File: config.mk
export PLATFORM = sky130hd
export DESIGN_NAME = cap_rd_node
export DESIGN_NICKNAME = d
export VERILOG_FILES = /design/src/rtl/cap_rd_node.sv
export SDC_FILE = /design/constraint.sdc
export NUM_CORES = 1
export LEC_CHECK = 0
export CAP_MARGIN = 20
export CORE_UTILIZATION = 46
export DETAILED_ROUTE_END_ITERATION = 12
export PLACE_DENSITY = 0.81
export SLEW_MARGIN = 10
export SYNTH_ARGS = -nofsm -noshare
export SYNTH_HDL_FRONTEND = slang
export SYNTH_SLANG_ARGS = --single-unit
File: constraint.sdc
create_clock -name cfg_clk -period 2.7 [get_ports cfg_clk]
set_clock_uncertainty 0.1 [all_clocks]
set_input_delay 0.27 -clock cfg_clk [delete_from_list [all_inputs] [get_ports cfg_clk]]
set_output_delay 0.27 -clock cfg_clk [all_outputs]
set_load 0.01 [all_outputs]
File: src/rtl/cap_rd_node.sv
// cap_rd_node: chronological readout of the watcher capture buffer.
// Once the trigger node has frozen the buffer, a start request latches
// the window (base address and word count). The circular buffer is then
// unrolled from the oldest sample onward, one word per RD/LAT/OUT round
// trip, onto a valid/ready stream.
// Optional feature macro: CAP_RD_HEADER_EN. When it is defined, a single
// header beat {overflow_flag, zero pad, count} precedes the samples.
module cap_rd_node #(
    parameter int DATA_W = 32,
    parameter int ADDR_W = 16
) (
    input  logic              cfg_clk,
    input  logic              cfg_rst,
    input  logic              start,
    input  logic              abort,
    input  logic              stop_flag,
    input  logic              overflow_flag,
    input  logic [ADDR_W-1:0] stop_addr,
    input  logic [ADDR_W-1:0] trig_len,
    output logic              rd_ce,
    output logic [ADDR_W-1:0] rd_addr,
    input  logic [DATA_W-1:0] rd_data,
    output logic [DATA_W-1:0] out_data,
    output logic              out_valid,
    input  logic              out_ready,
    output logic              out_last,
    output logic              busy,
    output logic              done
);

    localparam int CNT_W = ADDR_W + 1;
    localparam logic [ADDR_W-1:0] ONE_A = 1;
    localparam logic [CNT_W-1:0]  ONE_C = 1;

`ifdef CAP_RD_HEADER_EN
    localparam int PAD_W = DATA_W - CNT_W - 1;
`endif

`ifdef CAP_RD_HEADER_EN
    typedef enum logic [2:0] {S_IDLE, S_RD, S_LAT, S_OUT, S_HDR} state_t;
`else
    typedef enum logic [1:0] {S_IDLE, S_RD, S_LAT, S_OUT} state_t;
`endif

    state_t            state;
    logic [ADDR_W-1:0] trig_len_q;   // buffer depth-1, frozen at start
    logic [CNT_W-1:0]  remaining;    // words still to deliver, incl. current

    // Circular pointer advance: wraps to 0 after the last buffer slot.
    function automatic logic [ADDR_W-1:0] wrap_inc(input logic [ADDR_W-1:0] p,
                                                   input logic [ADDR_W-1:0] lim);
        return (p == lim) ? '0 : p + ONE_A;
    endfunction

    // Oldest sample: right after the stop point when the buffer has wrapped,
    // otherwise the start of the buffer.
    function automatic logic [ADDR_W-1:0] window_base(input logic              ovf,
                                                      input logic [ADDR_W-1:0] saddr,
                                                      input logic [ADDR_W-1:0] tlen);
        return ovf ? wrap_inc(saddr, tlen) : '0;
    endfunction

    // Number of valid samples; one extra bit so a full 2^ADDR_W buffer fits.
    function automatic logic [CNT_W-1:0] window_count(input logic              ovf,
                                                      input logic [ADDR_W-1:0] saddr,
                                                      input logic [ADDR_W-1:0] tlen);
        return ovf ? ({1'b0, tlen} + ONE_C) : ({1'b0, saddr} + ONE_C);
    endfunction

`ifdef CAP_RD_HEADER_EN
    // Header word: wrap flag in the MSB, sample count in the low bits.
    function automatic logic [DATA_W-1:0] header_word(input logic             ovf,
                                                      input logic [CNT_W-1:0] cnt);
        return {ovf, {PAD_W{1'b0}}, cnt};
    endfunction
`endif

    // Readout FSM with all outputs registered; abort overrides every state.
    always_ff @(posedge cfg_clk or posedge cfg_rst) begin
        if (cfg_rst) begin
            state      <= S_IDLE;
            trig_len_q <= '0;
            remaining  <= '0;
            rd_ce      <= 1'b0;
            rd_addr    <= '0;
            out_data   <= '0;
            out_valid  <= 1'b0;
            out_last   <= 1'b0;
            busy       <= 1'b0;
            done       <= 1'b0;
        end else begin
            done <= 1'b0;
            if (abort) begin
                state     <= S_IDLE;
                rd_ce     <= 1'b0;
                out_valid <= 1'b0;
                out_last  <= 1'b0;
                busy      <= 1'b0;
            end else begin
                case (state)
                    S_IDLE: begin
                        if (start && stop_flag) begin
                            trig_len_q <= trig_len;
                            rd_addr    <= window_base(overflow_flag, stop_addr, trig_len);
                            remaining  <= window_count(overflow_flag, stop_addr, trig_len);
                            busy       <= 1'b1;
`ifdef CAP_RD_HEADER_EN
                            state     <= S_HDR;
                            out_data  <= header_word(overflow_flag,
                                             window_count(overflow_flag, stop_addr, trig_len));
                            out_valid <= 1'b1;
                            out_last  <= 1'b0;
`else
                            state <= S_RD;
                            rd_ce <= 1'b1;
`endif
                        end
                    end
`ifdef CAP_RD_HEADER_EN
                    S_HDR: begin
                        if (out_ready) begin
                            out_valid <= 1'b0;
                            rd_ce     <= 1'b1;
                            state     <= S_RD;
                        end
                    end
`endif
                    S_RD: begin
                        // Read issued this cycle; RAM answers next cycle.
                        rd_ce <= 1'b0;
                        state <= S_LAT;
                    end
                    S_LAT: begin
                        out_data  <= rd_data;
                        out_valid <= 1'b1;
                        out_last  <= (remaining == ONE_C);
                        state     <= S_OUT;
                    end
                    S_OUT: begin
                        if (out_ready) begin
                            out_valid <= 1'b0;
                            out_last  <= 1'b0;
                            remaining <= remaining - ONE_C;
                            rd_addr   <= wrap_inc(rd_addr, trig_len_q);
                            if (remaining == ONE_C) begin
                                done  <= 1'b1;
                                busy  <= 1'b0;
                                state <= S_IDLE;
                            end else begin
                                rd_ce <= 1'b1;
                                state <= S_RD;
                            end
                        end
                    end
                    default: begin
                        state <= S_IDLE;
                    end
                endcase
            end
        end
    end

endmodule

-- Yosys cells after proc, flatten, opt, wreduce, memory -nomap -nowiden
Index checks and enable logic that the tools add are counted.
- bitwise gates (word level): 1
- $lt $le $gt $ge: 0
- shift-type cells: 0
- $mul: 0
- divide/modulo/power cells: 0
- add/subtract/negate cells: 5
- muxes and demuxes: 33
- reduce and logical (&&, ||, !) cells: 13
- equality and inequality tests: 12
- operators by type and width (kind ; count):
    16-bit two-way mux ; 5
    17-bit two-way mux ; 3
    16-bit by 1-bit adder with 17-bit output (second input constant) ; 2
    17-bit case mux with 2 select lines ; 1
    16-bit by 1-bit adder with 16-bit output (second input constant) ; 2
    16-bit equality test ; 2
    16-bit case mux with 2 select lines ; 1
    17-bit by 1-bit equality test with 1-bit output (second input constant) ; 1
    17-bit by 1-bit subtractor with 17-bit output (second input constant) ; 1
    1-bit two-way mux ; 15
    3-bit != test (second input constant) ; 4
    4-bit AND reduction ; 3
    2-bit case mux with 4 select lines ; 1
    2-bit two-way mux ; 3
    1-bit case mux with 2 select lines ; 3
    2-bit AND reduction ; 3
    3-bit nonzero test ; 2
    2-bit equality test (second input constant) ; 2
    2-bit != test (second input constant) ; 2
    4-bit nonzero test ; 1
    1-bit case mux with 3 select lines ; 1
    3-bit AND reduction ; 1
    2-bit by 1-bit equality test with 1-bit output (second input constant) ; 1
    2-bit zero test ; 1
    other kinds (3) ; 3
- register bits: 88
- output and inout port bits: 53
- memories kept: 0
- bits in latches: 0
- memory bits (writable): 0
- ROM bits: 0

-- Logic depth before layout (Yosys ltp)
Gate-level depths: netlist (run 1).
- depth in word-level cells: 5
- mapped depth: 11

-- Least setup slack after synthesis (run 1)
OpenSTA, ideal clock, no wires.
- path type: input-to-reg
- from: input overflow_flag
- to: register remaining[6]
- setup slack: 0.091 ns
- arrival time: 2.444 ns
- setup time: 0.065 ns
- data required time: 2.535 ns
- stages: 11
- cell sequence: buf_2 buf_2 buf_2 buf_2 mux2_2 ha_1 inv_1 a211oi_2 a211oi_1 a2111oi_0 a211o_1
- cells in the longest elaborated chain, start to end: 3
- ends and longest elaborated chain (item ; line ; source):
    from (decl) ; 17 ; input logic overflow_flag,
    17-bit two-way mux ; 67 ; return ovf ? ({1'b0, tlen} + ONE_C) : ({1'b0, saddr} + ONE_C);
    17-bit two-way mux ; 102 ; if (start && stop_flag) begin
    17-bit case mux with 2 select lines ; 100 ; case (state)
    to (signal assigned) ; 105 ; remaining <= window_count(overflow_flag, stop_addr, trig_len);
    to (signal assigned) ; 143 ; remaining <= remaining - ONE_C;
    to (decl) ; 47 ; logic [CNT_W-1:0] remaining;
No other way between the ends. The select of a mux whose other input is x is not followed.
A chain may end at the register's enable or synchronous reset.

-- Worst setup path after layout (run 1)
- from: register state[0]
- to: register rd_addr[15]
- cells in the longest elaborated chain, start to end: 3
- elaborated cells on any way between the ends: 7
- ends and longest elaborated chain (item ; line ; source):
    from (decl) ; 45 ; state_t state;
    from (signal assigned) ; 81 ; state <= S_IDLE;
    from (signal assigned) ; 94 ; state <= S_IDLE;
    from (signal assigned) ; 114 ; state <= S_RD;
    2-bit equality test or 2-bit zero test (tied branches) ; 100 ;
    2-bit != test (no line) or 2-bit nonzero test (tied branches) ; -- ;
    4-bit AND reduction (no line) ; -- ;
    to (signal assigned) ; 104 ; rd_addr <= window_base(overflow_flag, stop_addr, trig_len);
    to (signal assigned) ; 144 ; rd_addr <= wrap_inc(rd_addr, trig_len_q);
    to (decl) ; 21 ; output logic [ADDR_W-1:0] rd_addr,
Several ways; a longest one is shown, not always the timed one.

==> results of run 1 <==
## layer usage
metal	GRT usage [%]	wire (um)	up-vias	part of all wire, %
met1	36.4	6910	2445	43
met2	39.9	7060	298	44
met4	10.5	474	0	3.0
li1	-	-	2380	-
met3	5.72	1580	37	9.8
met5	0	0	-	0
## sequential cells by signal, summed over array words and instances, names as in the netlist
signal / count
out_last: 1
state: 2
rd_addr: 16
rd_ce: 1
trig_len_q: 16
busy: 1
out_data: 32
done: 1
remaining: 17
out_valid: 1
## cell families (layout without fill, tap and decap cells)
kind of cell,after synthesis,after routing
muxes,61,61
xor gates and xnor gates,54,54
buffers and inverters,53,185
adders and majority gates,9,9
and+or+nand+nor,195,195
AOI/OAI and AO/OA,108,108
DFF,88,88
## where the power goes
group          switching, uW  total [uW]  internal (uW)  leakage [uW]
registers                600        2530           1930       0.00109
clock network            548        1270            725      0.000140
logic                   1270        2870           1600       0.00171
total                   2420        6670           4250       0.00295
## layout make-up
class                      instances  area (um2)
clock buffer                       9         225
clock inverter                     7        77.6
fill                             945        4220
inverter                          16        61.3
multi-input combinational        427        3120
sequential                        88        2200
tap                              143         179
timing repair buffer             153        1480
## how the worst max path moves through the flow
stage	start	endpoint	slack (ps)	cells past startpoint
CTS	state[1]	rd_addr[15]	270	6
floorplan	cfg_rst	busy	50	1
detailed placement	overflow_flag	remaining[6]	190	8
global placement	overflow_flag	remaining[6]	260	8
finish	state[0]	rd_addr[15]	270	6
global route	state[0]	rd_addr[15]	160	6
## worst max-delay path, delay by kind of cell (launching register included)
kind	cells	cell delay, ps
buf+inv	1	100
simple gates	3	1330
fa+ha+maj	1	290
flops	1	380
compound gates	1	170
## stage by stage
step / utilization (%) / instance area, um2 / power, uW / hold WS (ps) / worst slack [ps]
detailed placement: 60.9 / 7040 / 5390 / 397 / 187
global placement: 60.9 / 7040 / 5260 / 390 / 260
CTS: 63.5 / 7350 / 6690 / 282 / 266
finish: 63.5 / 7350 / 6670 / 248 / 271
floorplan: - / 5530 / 3990 / 321 / 51.4
global route: 63.5 / 7350 / 7090 / 315 / 157
## cells in the final DEF, fill, tap and decap left out, types with 3 or more instances in the layout
| cell | instances |
|---|---|
| nand4_1 | 11 |
| or3_1 | 4 |
| a22oi_1 | 3 |
| xnor2_1 | 13 |
| buf_4 | 28 |
| and3_1 | 7 |
| ha_1 | 9 |
| o31a_1 | 5 |
| nand2_1 | 33 |
| o211ai_1 | 13 |
| mux2_2 | 49 |
| nor3_1 | 10 |
| or4b_2 | 3 |
| inv_1 | 15 |
| mux2i_1 | 12 |
| nor4_1 | 15 |
| o21a_1 | 4 |
| a211oi_1 | 4 |
| a32oi_1 | 7 |
| a21oi_1 | 14 |
| o311ai_0 | 3 |
| clkdlybuf4s50_1 | 123 |
| xor2_1 | 41 |
| nor2_1 | 19 |
| nor2b_1 | 5 |
| nand3b_1 | 5 |
| nand2b_1 | 5 |
| o221ai_1 | 5 |
| a31oi_1 | 6 |
| or4_1 | 6 |
| clkinvlp_4 | 3 |
| nand3_1 | 47 |
| o21ai_0 | 22 |
| clkbuf_16 | 9 |
| nand4b_1 | 5 |
| dfrtp_1 | 88 |
| or2_2 | 4 |
| and2_1 | 4 |
| and4_1 | 5 |
==> run_results.csv, run 1 <==
group,metric,value,unit
outcome,status,"complete, but fails checks",
detailed_routing,post_drt_via_cell_ratio,6.12,
cts,clk_pin_slew,70,ps
synthesis,synth_common_cells,"dfrtp_1, mux2_2, nand3_1",
cells_and_area,nets,775,
cts,ctsResizeCount,0,
setup_path,cpPeakStageDelay,690,ps
cts,holdBufCountCts,0,
synthesis,synth.distinct_cells,61,
placed_design,io_buffers,123,
floorplan,core_area,11600,um2
grt,grt_pass1_vias,4925,
floorplan,ios,124,
cts,numCtsBuffers,9,
hold_path,hp-class,"in2async",
grt,grt_max_degree,89,
setup_path,critPathMaxFanout,8,
timing,finalSetupViolCount,0,
synthesis,synth_xor_area_share,8.56,%
detailed_routing,drc,20,
detailed_routing,routed_wl,16000,um
synthesis,yosys.area_share.simple,19.7,%
setup_path,timing.critical_path.cells,"inv_1 -> ha_1 -> a21boi_0 -> or3_1 -> or4b_2 -> nand4_1",
cts,cts.path.max_buffers,2,
cts,cts_root_buffer,"clkbuf_16",
floorplan,rows,39,
timing,fin_crit_sh,90.0,%
cts,h-tree-depth,3,
setup_path,cp_data_arrival_time,2610,ps
floorplan,die-area,12500,um2
cells_and_area,drive_above_1_share,16.4,%
synthesis,synth_nets,648,
cts,cts.sinks,88,
placed_design,dp_hpwl,12000,um
synthesis,synth.avg_cell_area,9.73,um2
cts,insertion_delay,350,ps
timing,max_freq,412,MHz
timing,worst_pin_slew,620,ps
setup_path,r2r-start,"state[0]",
setup_path,ff2ff_path_depth,6,
synthesis,async_flop_share,100,%
setup_path,crit_path_end_kind,"flip-flop",
synthesis,synth_ff_type,"dfrtp_1",
timing,fin_crit,2430,ps
grt,grt_pass1_wl,25600,um
setup_path,r2r_setup_slack,270,ps
detailed_routing,wire_per_inst,19.0,um
floorplan,start_util,47.8,%
floorplan,die-height,112,um
detailed_routing,first_pass_iters,10,
setup_path,r2r_end,"rd_addr[15]",
timing,finalHoldViolCount,0,
floorplan,fp.dieW,112,um
power_and_ir_drop,leakage,0.00295,uW
setup_path,cp_slowest_cell,"or4b_2",
run,maxCapViolCount,0,
setup_path,start_kind,"flip-flop",
synthesis,synth.area.top_cells,"dfrtp_1, mux2_2, xor2_1",
synthesis,synth_mux_area_share,12.2,%
detailed_routing,vias,5160,
grt,grt_usage,26.2,%
synthesis,synth_fa_ha_area_share,2.04,%
grt,overflow,0,
synthesis,synth_area,5530,um2
cts,cts_tree,"yes",
cts,post-cts-setup-buffer-count,0,
timing,rsz0062_at_grt,"false",
synthesis,synth_warnings,0,
synthesis,ys_seq_area_share,39.8,%
timing,slew_headroom,58.1,%
timing,finalMaxSlewViolations,0,
synthesis,synth_compound_area_share,13.9,%
detailed_routing,ant_nets,0,
outcome,violations,"DRC",
cells_and_area,n_antenna_cell,0,
synthesis,synth_edf_count,0,
synthesis,synth.ff_latch_count,88,
power_and_ir_drop,irDropWorstVdd,0.491,mV
cells_and_area,final_cells,843,
synthesis,synth_top_family_by_area,"simple AND/OR/NAND/NOR gates",
cells_and_area,area_growth_syn_to_layout,32.9,%
grt,antenna_found_initial,0,
timing,setup_tns,0,ps
synthesis,synth.most_common_cell,"dfrtp_1",
setup_path,cp.required,2880,ps
detailed_routing,drt_iter0_drc,449,
synthesis,yosysTopAreaCell,"dfrtp_1",
placed_design,gp_congestion,0.884,
setup_path,crit_type,"reg2reg",
synthesis,synth_cells,568,
placed_design,placed_cells,827,
power_and_ir_drop,p_per_area,908,nW/um2
synthesis,synth_top_area_share,39.8,%
Note: power is estimated with default switching activity, not from simulation.
==> inputs of run 2 (changes only) <==
Settings changed: ABC_AREA from default to 1, CORE_UTILIZATION 46 to 48, PLACE_DENSITY 0.81 to 0.76.
==> run 2 against run 1 <==
- the flow now finishes without violations
- sequential power is 2% lower
- synthesized cell count is 77% higher
- non-clock buffer count is 18 lower
- count of clock-buffer cells in the layout is 1 higher
- total power is 0.12% higher
- highest routed layer unchanged
- sequential share of layout area is 2.0 points lower
- global-route usage is 0.51 points higher
- worst hold slack worse by 55 ps
==> run_results.csv, run 2 <==
group,metric,value,unit
detailed_routing,first_pass_iters,5,
synthesis,synth_top_area_share,35.7,%
timing,whs,193,ps
synthesis,synth_cells,1004,
placed_design,gp_congestion,0.901,
timing,finalMaxSlewViolations,0,
power_and_ir_drop,irDropWorstVdd,0.475,mV
synthesis,synth.avg_cell_area,6.15,um2
placed_design,dp_hpwl,13000,um
setup_path,start_kind,"flip-flop",
synthesis,synth_edf_count,0,
synthesis,synth_common_cells,"nand2_1, inv_1, nor2_1",
setup_path,r2r-start,"state[0]",
setup_path,cp-endpoint,"remaining[9]",
setup_path,cp.required,2830,ps
setup_path,startpoint,"state[0]",
grt,grt_usage,26.8,%
cells_and_area,final_cell_area,7880,um2
run,maxCapViolCount,0,
grt,grt_pass1_wl,27700,um
timing,fin_crit_sh,78.1,%
timing,finalHoldViolCount,0,
detailed_routing,wire_per_inst,13.4,um
cts,insertion_delay,350,ps
cells_and_area,nets,1200,
cts,cts_root_buffer,"clkbuf_16",
timing,max_freq,474,MHz
floorplan,die-area,13300,um2
detailed_routing,drt_iter0_drc,402,
cells_and_area,regMostFlops,"out_data",
synthesis,synth.ff_latch_count,88,
synthesis,synth.distinct_cells,33,
cts,cts.path.max_buffers,2,
cells_and_area,layout_common_cells,"nand2_1, clkdlybuf4s50_1, inv_1",
power_and_ir_drop,p_per_area,848,nW/um2
setup_path,r2r_setup_slack,590,ps
cts,h-tree-depth,3,
placed_design,post_dp_cell_area,7590,um2
grt,overflow,0,
timing,worst_pin_slew,603,ps
floorplan,die-height,115,um
power_and_ir_drop,leakage,0.00405,uW
synthesis,synth_ff_type,"dfrtp_1",
setup_path,critPathMaxFanout,40,
synthesis,synth_area,6170,um2
setup_path,ff2ff_path_depth,10,
synthesis,synth.area.top_cells,"dfrtp_1, nand2_1, inv_1",
cts,clk_pin_slew,70,ps
floorplan,rows,41,
setup_path,crit_path_end_kind,"flip-flop",
cts,ctsResizeCount,0,
timing,finalSetupViolCount,0,
floorplan,core_area,12600,um2
cts,cts_tree,"yes",
cells_and_area,area_growth_syn_to_layout,27.7,%
synthesis,synth_warnings,0,
cells_and_area,top_regs,"out_data x32, remaining x17",
synthesis,yosysTopAreaCell,"dfrtp_1",
timing,slew_headroom,59.5,%
cts,numCtsBuffers,9,
cts,post-cts-setup-buffer-count,0,
detailed_routing,vias,6514,
cells_and_area,mostFrequentLayoutCell,"nand2_1",
timing,rsz0062_at_grt,"false",
detailed_routing,routed_wl,17300,um
cells_and_area,multi_input_area,3410,um2
cells_and_area,n_antenna_cell,0,
hold_path,hp-class,"in2async",
cts,cts.sinks,88,
detailed_routing,drc,0,
setup_path,crit_type,"reg2reg",
setup_path,cp_data_arrival_time,2240,ps
grt,antenna_found_initial,0,
floorplan,fp.dieW,115,um
timing,setup_tns,0,ps
outcome,status,"finished clean",
synthesis,synth_nets,1084,
grt,grt_pass1_vias,5718,
grt,grt_max_degree,47,
detailed_routing,post_drt_via_cell_ratio,5.02,
floorplan,ios,124,
cts,holdBufCountCts,0,
detailed_routing,ant_nets,0,
floorplan,start_util,49.1,%
timing,fin_crit,2110,ps
cells_and_area,largest_reg_flops,32,
synthesis,async_flop_share,100,%
setup_path,r2r_end,"remaining[9]",
cells_and_area,nFillCells,1184,
synthesis,synth.most_common_cell,"nand2_1",
synthesis,ys_seq_area_share,35.7,%
cells_and_area,drive_above_1_share,4.18,%
cells_and_area,seqCellArea,2200,um2
placed_design,io_buffers,123,
[run 2: cell families after synthesis]
kind of cell	Yosys count	synth area share, %
simple gates	671	44.3
compound gates	74	6.39
fa+ha+maj	9	1.82
buf+inv	143	9.16
flops	88	35.7
xor+xnor	19	2.70
[run 2: how the worst min path moves through the flow]
stage | from | cells past startpoint | slack (ps) | to
floorplan | rd_data[0] | 2 | 290 | out_data[0]
global placement | out_data[22] | 2 | 350 | out_data[22]
detailed placement | out_data[31] | 2 | 360 | out_data[31]
CTS | cfg_rst | 2 | 210 | rd_addr[5]
global route | cfg_rst | 2 | 240 | rd_addr[5]
finish | cfg_rst | 2 | 190 | rd_addr[5]
[run 2: worst max-delay path, stage by stage (launching register included)]
cell and delay [ps]:
dfrtp_1 420, inv_1 130, ha_1 180, inv_1 80
nand2_1 70, nand2_1 80, nor3_4 180, buf_4 430
nand2_1 90, o21ai_0 120, a21oi_1 110
[run 2: cell type report]
class	instances	share of cell area, %
multi-input cells	773	43.3
flip-flops and latches	88	27.9
repair buffers	135	16.9
inverters	113	5.40
clock buffers	10	3.03
well taps	172	2.73
clock inverters	6	0.635
[run 2: layer usage]
| metal | up-vias | part of all wire (%) | global-route usage (%) |
|---|---|---|---|
| met3 | 26 | 4.5 | 5.11 |
| met4 | 0 | 1.9 | 8.14 |
| met1 | 2951 | 44 | 34.7 |
| li1 | 3352 | - | - |
| met5 | - | 0 | 0 |
| met2 | 185 | 50 | 45.1 |
[run 2: report_power, final]
part           internal, uW  switching [uW]  total, uW  leakage [uW]
Combinational          1380            1600       2980       0.00282
Clock                   661             571       1230      0.000136
Sequential             1900             568       2470       0.00110
Total                  3940            2740       6680       0.00405
[run 2: per-stage QoR]
| step | std cells | setup WS (ps) | util [%] | power, uW |
|---|---|---|---|---|
| 2_1_floorplan | 1004 | 51.4 | - | 4130 |
| 3_5_place_dp | 1281 | 259 | 60.4 | 5450 |
| 5_1_grt | 1297 | 351 | 62.7 | 7210 |
| 4_1_cts | 1297 | 598 | 62.7 | 6690 |
| 3_3_place_gp | 1281 | 302 | 60.4 | 5380 |
| 6_report | 1297 | 591 | 62.7 | 6680 |
